$ cat src/rtl/reg_hazard_scoreboard.sv
// -----------------------------------------------------------------------------
// reg_hazard_scoreboard
//
// Tracks how many writes are in flight for each architectural register and
// tells decode when it must hold. An instruction stalls while any source it
// reads has a pending write (RAW), or while its destination counter is already
// saturated (WAW full). Writeback retirement and squash of killed writers
// decrement the counters; flush_all clears them all. Register 0 is never
// tracked.
//
// Optional feature: define HAZARD_STATS_EN to add the saturating
// stall_cycles / waw_stall_cycles performance counters.
//
// Ports
//   clk, rst             clock (rising edge), async active-low reset
//   dec_*                decode-stage instruction fields and valid
//   issue_ready          execute stage accepts the instruction
//   wb_valid, wb_rd      writeback retires one write to wb_rd
//   squash_valid/_rd     one killed in-flight writer to squash_rd is dropped
//   flush_all            clear every counter (error flag is kept)
//   stall                decode must hold (combinational)
//   issue_fire           instruction issues this cycle (combinational)
//   busy_mask            registered, bit r = register r has pending writes
//   underflow_err        sticky: a decrement hit a counter already at zero
//   stall_cycles         (HAZARD_STATS_EN) cycles with stall asserted
//   waw_stall_cycles     (HAZARD_STATS_EN) stall cycles caused only by WAW
// -----------------------------------------------------------------------------
module reg_hazard_scoreboard #(
  parameter  int REGISTER_DEPTH = 32,
  parameter  int CNT_WIDTH      = 2,
  localparam int AW             = $clog2(REGISTER_DEPTH)
) (
  input  logic                      clk,
  input  logic                      rst,
  input  logic                      dec_valid,
  input  logic [AW-1:0]             dec_rs1,
  input  logic                      dec_rs1_used,
  input  logic [AW-1:0]             dec_rs2,
  input  logic                      dec_rs2_used,
  input  logic [AW-1:0]             dec_rd,
  input  logic                      dec_rd_write,
  input  logic                      issue_ready,
  input  logic                      wb_valid,
  input  logic [AW-1:0]             wb_rd,
  input  logic                      squash_valid,
  input  logic [AW-1:0]             squash_rd,
  input  logic                      flush_all,
  output logic                      stall,
  output logic                      issue_fire,
  output logic [REGISTER_DEPTH-1:0] busy_mask,
  output logic                      underflow_err
`ifdef HAZARD_STATS_EN
  ,
  output logic [31:0]               stall_cycles,
  output logic [31:0]               waw_stall_cycles
`endif
);

  localparam logic [CNT_WIDTH-1:0] CNT_MAX = '1;

  logic [CNT_WIDTH-1:0]      r_count [REGISTER_DEPTH];
  logic [REGISTER_DEPTH-1:0] r_busy;
  logic                      r_underflow;

  logic [CNT_WIDTH-1:0]      w_next  [REGISTER_DEPTH];
  logic [CNT_WIDTH:0]        w_up    [REGISTER_DEPTH];
  logic [1:0]                w_down  [REGISTER_DEPTH];
  logic                      w_underflow;
  logic                      w_raw_hit;
  logic                      w_waw_full;

  // Hazard detection looks only at registered counters: a writeback in this
  // cycle releases a waiting reader no earlier than the next cycle.
  always_comb begin
    // NOTE: every comb output gets a value on every path, so no latch is inferred.
    w_raw_hit  = (dec_rs1_used && (dec_rs1 != '0) && (r_count[dec_rs1] != '0)) ||
                 (dec_rs2_used && (dec_rs2 != '0) && (r_count[dec_rs2] != '0));
    w_waw_full = dec_rd_write && (dec_rd != '0) && (r_count[dec_rd] == CNT_MAX);
    stall      = dec_valid && (w_raw_hit || w_waw_full);
    issue_fire = dec_valid && !stall && issue_ready;
  end

  // Per-register next count. The increment is computed one bit wider so that
  // "decrements exceed count + inc" is a plain compare; that case clamps to 0
  // and raises the error. flush_all overrides every event.
  always_comb begin
    w_underflow = 1'b0;
    for (int r = 0; r < REGISTER_DEPTH; r++) begin
      w_up[r]   = {1'b0, r_count[r]} +
                  (CNT_WIDTH+1)'(issue_fire && dec_rd_write && (dec_rd == AW'(r)));
      w_down[r] = 2'(wb_valid && (wb_rd == AW'(r))) +
                  2'(squash_valid && (squash_rd == AW'(r)));
      w_next[r] = '0;
      if ((r != 0) && !flush_all) begin
        if ((CNT_WIDTH+1)'(w_down[r]) > w_up[r]) begin
          w_underflow = 1'b1;
        end else begin
          w_next[r] = CNT_WIDTH'(w_up[r] - (CNT_WIDTH+1)'(w_down[r]));
        end
      end
    end
  end

  // NOTE: the counter array must clear on reset (hazard state), so it lives in
  // flops with an async clear rather than in an inferred RAM.
  always_ff @(posedge clk or negedge rst) begin
    if (!rst) begin
      for (int r = 0; r < REGISTER_DEPTH; r++) begin
        r_count[r] <= '0;
      end
      r_busy      <= '0;
      r_underflow <= 1'b0;
    end else begin
      // NOTE: state updates use non-blocking assignments so all flops sample together.
      for (int r = 0; r < REGISTER_DEPTH; r++) begin
        r_count[r] <= w_next[r];
        r_busy[r]  <= (w_next[r] != '0);
      end
      r_underflow <= r_underflow || w_underflow;
    end
  end

  assign busy_mask     = r_busy;
  assign underflow_err = r_underflow;

`ifdef HAZARD_STATS_EN
  logic [31:0] r_stall_cycles;
  logic [31:0] r_waw_stall_cycles;

  always_ff @(posedge clk or negedge rst) begin
    if (!rst) begin
      r_stall_cycles     <= '0;
      r_waw_stall_cycles <= '0;
    end else begin
      if (stall && (r_stall_cycles != '1)) begin
        r_stall_cycles <= r_stall_cycles + 32'd1;
      end
      if (stall && !w_raw_hit && (r_waw_stall_cycles != '1)) begin
        r_waw_stall_cycles <= r_waw_stall_cycles + 32'd1;
      end
    end
  end

  assign stall_cycles     = r_stall_cycles;
  assign waw_stall_cycles = r_waw_stall_cycles;
`endif

endmodule

$ cat config.mk
export PLATFORM = sky130hd
export DESIGN_NAME = reg_hazard_scoreboard
export DESIGN_NICKNAME = d
export VERILOG_FILES = /design/src/rtl/reg_hazard_scoreboard.sv
export SDC_FILE = /design/constraint.sdc
export NUM_CORES = 1
export LEC_CHECK = 0
export ABC_CLOCK_PERIOD_IN_PS = 11600
export CORE_MARGIN = 2
export CORE_UTILIZATION = 45
export DETAILED_ROUTE_END_ITERATION = 6
export PLACE_DENSITY = 0.66
export SLEW_MARGIN = 5
export SYNTH_ARGS = -nofsm -noshare
export SYNTH_HDL_FRONTEND = slang
export SYNTH_SLANG_ARGS = --single-unit
$ cat constraint.sdc
create_clock -name clk -period 11.6 [get_ports clk]
set_input_delay 1.74 -clock clk [delete_from_list [all_inputs] [get_ports clk]]
set_output_delay 1.74 -clock clk [all_outputs]
set_load 0.1 [all_outputs]
==> reports/results.tsv, run 1 <==
stage	metric	value	unit
timing	setup_viol	0	
final_layout	diodes	0	
power_and_ir_drop	ir_drop	0.0634	mV
route	first_pass_iters	6	
route	wl_per_cell	18.5	um
logic_synthesis	netlist_instances	1019	
final_layout	finalNonFillerCells	1331	
setup_path	crit_type	in -> out	
power_and_ir_drop	p_leak	4.66	nW
setup_path	arrival	6560	ps
die	coreArea	19500	um2
timing	fmax	121	MHz
route	vias	7438	
route	drtIter0Drc	785	
die	die_area	21000	um2
final_layout	final_nets	1283	
route	routed_wirelength	24600	um
setup_path	worst_path_largest_cell_delay	1210	ps
timing	finalCritPeriodShare	71.5	%
timing	tns	0	ps
die	die_y	145	um
placement	dpl_cell_area	9720	um2
clock_network	root_buffer	clkbuf_16	
logic_synthesis	synth_top_area_share	26.4	%
setup_path	crit_required	9860	ps
logic_synthesis	syn_nets	1240	
placement	port_buffers	68	
setup_path	path_max_fanout	33	
timing	clock_skew	13.2	ps
grt	first_global_vias	6852	
grt	grt_max_degree	66	
logic_synthesis	yosysSeqAreaShare	26.4	%
worst_hold_path	worstHoldStart	underflow_err	
die	pin_count	70	
clock_network	cts_tree	yes	
route	ant_nets	0	
logic_synthesis	yosys-top-cells-area	dfrtp_1 (26%), ha_1 (26%), inv_1 (5.4%)	
power_and_ir_drop	powerDensity	78.6	nW/um2
placement	gp_congestion	0.939	
logic_synthesis	synth_area	8920	um2
setup_path	cp-startpoint	dec_rd[0]	
clock_network	htree_levels	3	
clock_network	post-cts-setup-buffer-count	0	
grt	overflow	0	
logic_synthesis	synth_warnings	0	
timing	rsz0062_at_grt	no	
timing	drv_slew	0	
logic_synthesis	ys_ff_latch	94	
die	start_util	45.8	%
timing	hold_violations	0	
clock_network	cts.repair.resized	0	
clock_network	clkSinkCount	94	
clock_network	cts_buffer_depth	2	
route	viasPerCell	5.59	
setup_path	cp_common_cell	clkdlybuf4s50_1	
final_layout	drive_above_1_share	9.47	%
logic_synthesis	synth_common_cells	ha_1 (186), inv_1 (129), nor2_1 (113), dfrtp_1 (94), nor3_1 (72)	
clock_network	cts.clk_slew.worst_paths	70	ps
timing	slew_headroom	25.3	%
clock_network	clk_latency	360	ps
job	maxCapViolations	0	
grt	antenna_found_initial	1	
logic_synthesis	yosys.area.top_type	dfrtp_1	
worst_hold_path	hold_path_class	reg -> reg	
timing	post-route-min-period	8300	ps
logic_synthesis	syn_avg_cell_area	8.75	um2
outcome	status	complete, no violations	
final_layout	area_growth	12.3	%
setup_path	cp-end-kind	primary output	
die	core.rowCount	51	
clock_network	numCtsBuffers	9	
logic_synthesis	async_flop_share	100	%
logic_synthesis	ys.flop_type	dfrtp_1	
grt	track_usage	24.5	%
setup_path	path_cells	clkdlybuf4s50_1 -> mux4_2 -> nand2b_1 -> a21oi_1 -> a2111oi_0 -> a311o_2 -> o41a_1 -> clkdlybuf4s50_1	
final_layout	fillers	1827	
logic_synthesis	yosysUniqueCellTypes	62	
die	dieWidth	145	um
timing	max_slew.worst_pin.slew	1120	ps
clock_network	ctsHoldBuffers	0	
placement	dp.cells	1316	
final_layout	fin_area	10000	um2
route	drc_errors	0	
setup_path	r2r_start	r_count[34]	
setup_path	start_kind	input pin	
setup_path	cpMaxStageDelayCell	clkdlybuf4s50_1	
grt	grt_pass1_wl	38400	um
logic_synthesis	synth_edf_count	0	
placement	dp_hpwl	19700	um
logic_synthesis	yosysMostFrequentCell	ha_1	
## flip-flops by register name (all words and copies together), names as in the netlist
name,flops
busy_mask,31
r_count,62
underflow_err,1
## worst max-delay path, delay by kind of cell
kind / cells / cell delay, ps
buffers and inverters: 2 / 2360
AO/OA/AOI/OAI: 4 / 1960
multiplexers: 1 / 380
AND/OR/NAND/NOR: 1 / 100
## through the flow
step                hold slack [ps]  util, %  setup slack, ps  power [mW]
CTS                             541     51.4             3350       0.794
global route                    551     51.4             3120       0.820
detailed placement              524     50.0             3370       0.490
global placement                520     50.0             3540       0.490
finish                          539     51.4             3300       0.787
floorplan                       714        -             4960       0.443
## cells by family after synthesis
logic type      count (synthesis)  share of synthesized area [%]
simple gates                  392                           23.0
fa+ha+maj                     186                           26.1
buf+inv                       169                           7.95
compound gates                132                           10.5
flops                          94                           26.4
xor+xnor                       31                           3.04
mux                            14                           3.02
other cells                     1                         0.0420
## path summary, 6_finish.rpt
| check | slack, ps | cells past startpoint | end |
|---|---|---|---|
| worst min register to register | 540 | 1 | underflow_err |
| worst max register to register | 5590 | 16 | underflow_err |
| worst max-delay path | 3300 | 8 | stall |
| min in group asynchronous | 1370 | 1 | busy_mask[7] |
| worst min-delay path | 540 | 1 | underflow_err |
| max in group asynchronous | 9120 | 2 | r_count[50] |
## placed cells by master, fill, tap and decap left out, drive strengths merged, types with 3 or more instances in the layout
cell             n
xor2            31
mux2             3
a21oi           40
buf              4
clkinv           4
clkdlybuf4s50   66
or4              6
mux4            10
o21ai           11
nand2b          35
nand3           14
inv            131
a2111oi          8
a221oi          21
clkbuf          10
or2             39
dfrtp           94
o311ai           3
ha             186
a211oi          17
nor3           101
nor4             5
nor2           113
a31oi            7
nor3b            4
nor2b           10
nand2           57
## layer usage
metal	GRT usage (%)	vias to the layer above	part of all wire, %
li1	-	3600	-
met1	35.3	3490	47
met2	36.5	302	42
met3	5.30	46	8.1
met4	7.82	0	2.7
met5	0	-	0
## area by class of cell
class / count / area [um2] / share of cell area [%]
inverter: 131 / 492 / 4.91
sequential: 94 / 2350 / 23.5
timing repair buffer: 70 / 688 / 6.87
clock inverter: 5 / 50.0 / 0.500
multi-input combinational: 756 / 5860 / 58.5
clock buffer: 10 / 239 / 2.39
tap: 265 / 332 / 3.31
## where the power goes
| part | total (mW) | internal [mW] | switching (mW) |
|---|---|---|---|
| combinational | 0.148 | 0.0470 | 0.101 |
| sequential | 0.337 | 0.333 | 0.00470 |
| clock | 0.302 | 0.170 | 0.131 |
| total | 0.787 | 0.550 | 0.237 |
No activity file was read; power rests on OpenSTA's default activity.
==> run 2: changes to the inputs <==
--- a/config.mk
+++ b/config.mk
@@ -5,7 +5,7 @@
 export SDC_FILE = /design/constraint.sdc
 export NUM_CORES = 1
 export LEC_CHECK = 0
-export ABC_CLOCK_PERIOD_IN_PS = 11600
+export ABC_CLOCK_PERIOD_IN_PS = 8600
 export CORE_MARGIN = 2
 export CORE_UTILIZATION = 45
 export DETAILED_ROUTE_END_ITERATION = 6
==> constraint.sdc (replaced) <==
create_clock -name clk -period 8.6 [get_ports clk]
set_input_delay 1.29 -clock clk [delete_from_list [all_inputs] [get_ports clk]]
set_output_delay 1.29 -clock clk [all_outputs]
set_load 0.1 [all_outputs]
==> run 2 against run 1 <==
Compared with the run above:
- core utilization rose by 0.27 points
- via count rose by 1.9%
- combinational power rose by 38%
- die area did not move
- clock skew fell by 2.4 ps
- clock power rose by 50%
- wire length rose by 2.4%
- highest routed layer unchanged
- sequential power rose by 35%
==> reports/results.tsv, run 2 (synthesis gave the netlist of run 1 again) <==
stage	metric	value	unit	change
placement	gp_congestion	0.943		+0.44%
route	wl_per_cell	18.9	um	+2.2%
timing	fmax	133	MHz	
die	dieWidth	145	um	unchanged
job	maxCapViolations	0		unchanged
clock_network	cts.repair.resized	0		unchanged
setup_path	r2r_start	r_count[34]		
grt	grt_max_degree	66		unchanged
timing	hold-worst-slack	548	ps	+9.14 ps
worst_hold_path	worstHoldStart	underflow_err		
timing	finalCritPeriodShare	87.1	%	
placement	dp_hpwl	19700	um	-0.26%
timing	hold_violations	0		unchanged
final_layout	layout_commonest_cell	ha_1		
final_layout	top_register	r_count		
timing	slew_headroom	34.1	%	+8.8 points
placement	dpl_cell_area	9730	um2	about the same
power_and_ir_drop	combPwrFrac	18.4	%	-0.4 points
die	die_area	21000	um2	unchanged
final_layout	largest_register_ffs	62		unchanged
timing	drv_slew	0		unchanged
clock_network	cts.clk_slew.worst_paths	60	ps	about the same
route	drc_errors	0		unchanged
setup_path	arrival	7720	ps	+1160 ps
die	coreArea	19500	um2	unchanged
setup_path	worst_path_largest_cell_delay	1020	ps	-190 ps
die	start_util	45.8	%	unchanged
placement	port_buffers	68		unchanged
worst_hold_path	hold_path_class	reg -> reg		
clock_network	cts_tree	yes		
power_and_ir_drop	ir_drop	0.0915	mV	+44%
final_layout	diodes	0		unchanged
power_and_ir_drop	internal_power	0.783	mW	+42%
clock_network	clkSinkCount	94		unchanged
final_layout	finalNonFillerCells	1333		+0.15%
die	die_y	145	um	unchanged
route	viasPerCell	5.69		+1.8%
die	core.rowCount	51		unchanged
route	ant_nets	0		unchanged
grt	grt_pass1_wl	39400	um	+2.6%
die	pin_count	70		unchanged
power_and_ir_drop	powerDensity	110	nW/um2	+40%
power_and_ir_drop	p_leak	4.68	nW	+0.40%
clock_network	numCtsBuffers	9		unchanged
power_and_ir_drop	pwr-share-seq	40.9	%	-1.9 points
grt	first_global_vias	7304		+6.6%
final_layout	final_cell_mix	ha_1 (186), inv_1 (129), nor2_1 (113), dfrtp_1 (94), nor3_1 (72)		
setup_path	crit_type	in -> reg		
clock_network	htree_levels	3		unchanged
final_layout	area_growth	12.8	%	
grt	antenna_found_initial	0		-1
timing	setup_viol	0		unchanged
route	vias	7582		+1.9%
placement	dp.cells	1317		+0.076%
route	routed_wirelength	25200	um	+2.4%
grt	track_usage	25.0	%	+0.52 points
clock_network	post-cts-setup-buffer-count	0		unchanged
setup_path	path_cells	clkdlybuf4s50_1 -> buf_4 -> nor2b_1 -> a221o_1 -> a21oi_1 -> a2111oi_0 -> a311o_2 -> nor3_1 -> ha_1 -> ha_1 -> inv_1 -> ha_1 -> nand2b_1 -> a221oi_1 -> or4_1 -> a2111oi_0 -> a41oi_1 -> or2_2		
setup_path	cpMaxStageDelayCell	clkdlybuf4s50_1		
clock_network	clk_latency	360	ps	about the same
outcome	status	complete, no violations		
setup_path	path_max_fanout	33		unchanged
final_layout	fin_area	10100	um2	+0.52%
setup_path	crit_required	8830	ps	-1030 ps
route	drtIter0Drc	722		-8.0%
timing	tns	0	ps	unchanged
timing	max_slew.worst_pin.slew	988	ps	-129 ps
power_and_ir_drop	swShare	29.5	%	-0.62 points
timing	clock_skew	10.8	ps	-2.43 ps
power_and_ir_drop	clockPowerShare	40.7	%	+2.4 points
setup_path	cp_common_cell	ha_1		
timing	rsz0062_at_grt	no		
timing	post-route-min-period	7490	ps	
clock_network	root_buffer	clkbuf_16		
final_layout	drive_above_1_share	9.64	%	+0.17 points
setup_path	cp-startpoint	dec_rd[0]		
power_and_ir_drop	switchingPower	0.328	mW	+38%
setup_path	cp-end-kind	register		
clock_network	cts_buffer_depth	2		unchanged
final_layout	final_nets	1284		+0.078%
route	first_pass_iters	5		-1
clock_network	ctsHoldBuffers	0		unchanged
setup_path	start_kind	input pin		
grt	overflow	0		unchanged
==> run 2: final cells by class <==
| type | instances | area, um2 |
|---|---|---|
| clock buffer | 11 | 253 |
| clock inverter | 5 | 81.3 |
| fill | 1852 | 9400 |
| tap | 265 | 332 |
| inverter | 131 | 492 |
| multi-input combinational | 756 | 5860 |
| timing repair buffer | 71 | 696 |
| sequential | 94 | 2350 |
==> run 2: through the flow <==
stage	total power [mW]	setup slack, ps	utilization [%]
after floorplan	0.597	2860	-
after global placement	0.663	967	50.0
after detailed placement	0.664	918	50.0
after CTS	1.12	1220	51.7
after global routing	1.15	655	51.7
final	1.11	1110	51.7
==> run 2: path summary, 6_finish.rpt <==
check                                endpoint  cells past startpoint  slack (ps)
worst max-delay path            underflow_err                     18        1110
worst min-delay path            underflow_err                      1         550
worst max register to register  underflow_err                     16        2410
worst min register to register  underflow_err                      1         550
max in group asynchronous       underflow_err                      2        6560
min in group asynchronous        busy_mask[7]                      1         940
==> run 2: power by group through the flow <==
stage                     sequential, mW  combinational [mW]  clock [mW]
after floorplan                    0.486               0.111           0
after global placement             0.463               0.200           0
after detailed placement           0.463               0.201           0
after CTS                          0.454               0.202       0.461
after global routing               0.455               0.220       0.477
final                              0.455               0.204       0.452
==> run 2: critical path, delay by kind of cell <==
family          cells  cell delay (ps)
compound gates      7             2830
buf+inv             3             1360
fa+ha+maj           3              810
simple gates        5             1410
==> run 2: per-layer routing <==
layer	GRT usage [%]	wire (um)	up-vias
li1	-	-	3606
met1	34.9	11300	3559
met2	37.4	10900	368
met3	6.48	2310	49
met4	8.99	617	0
met5	0	0	-
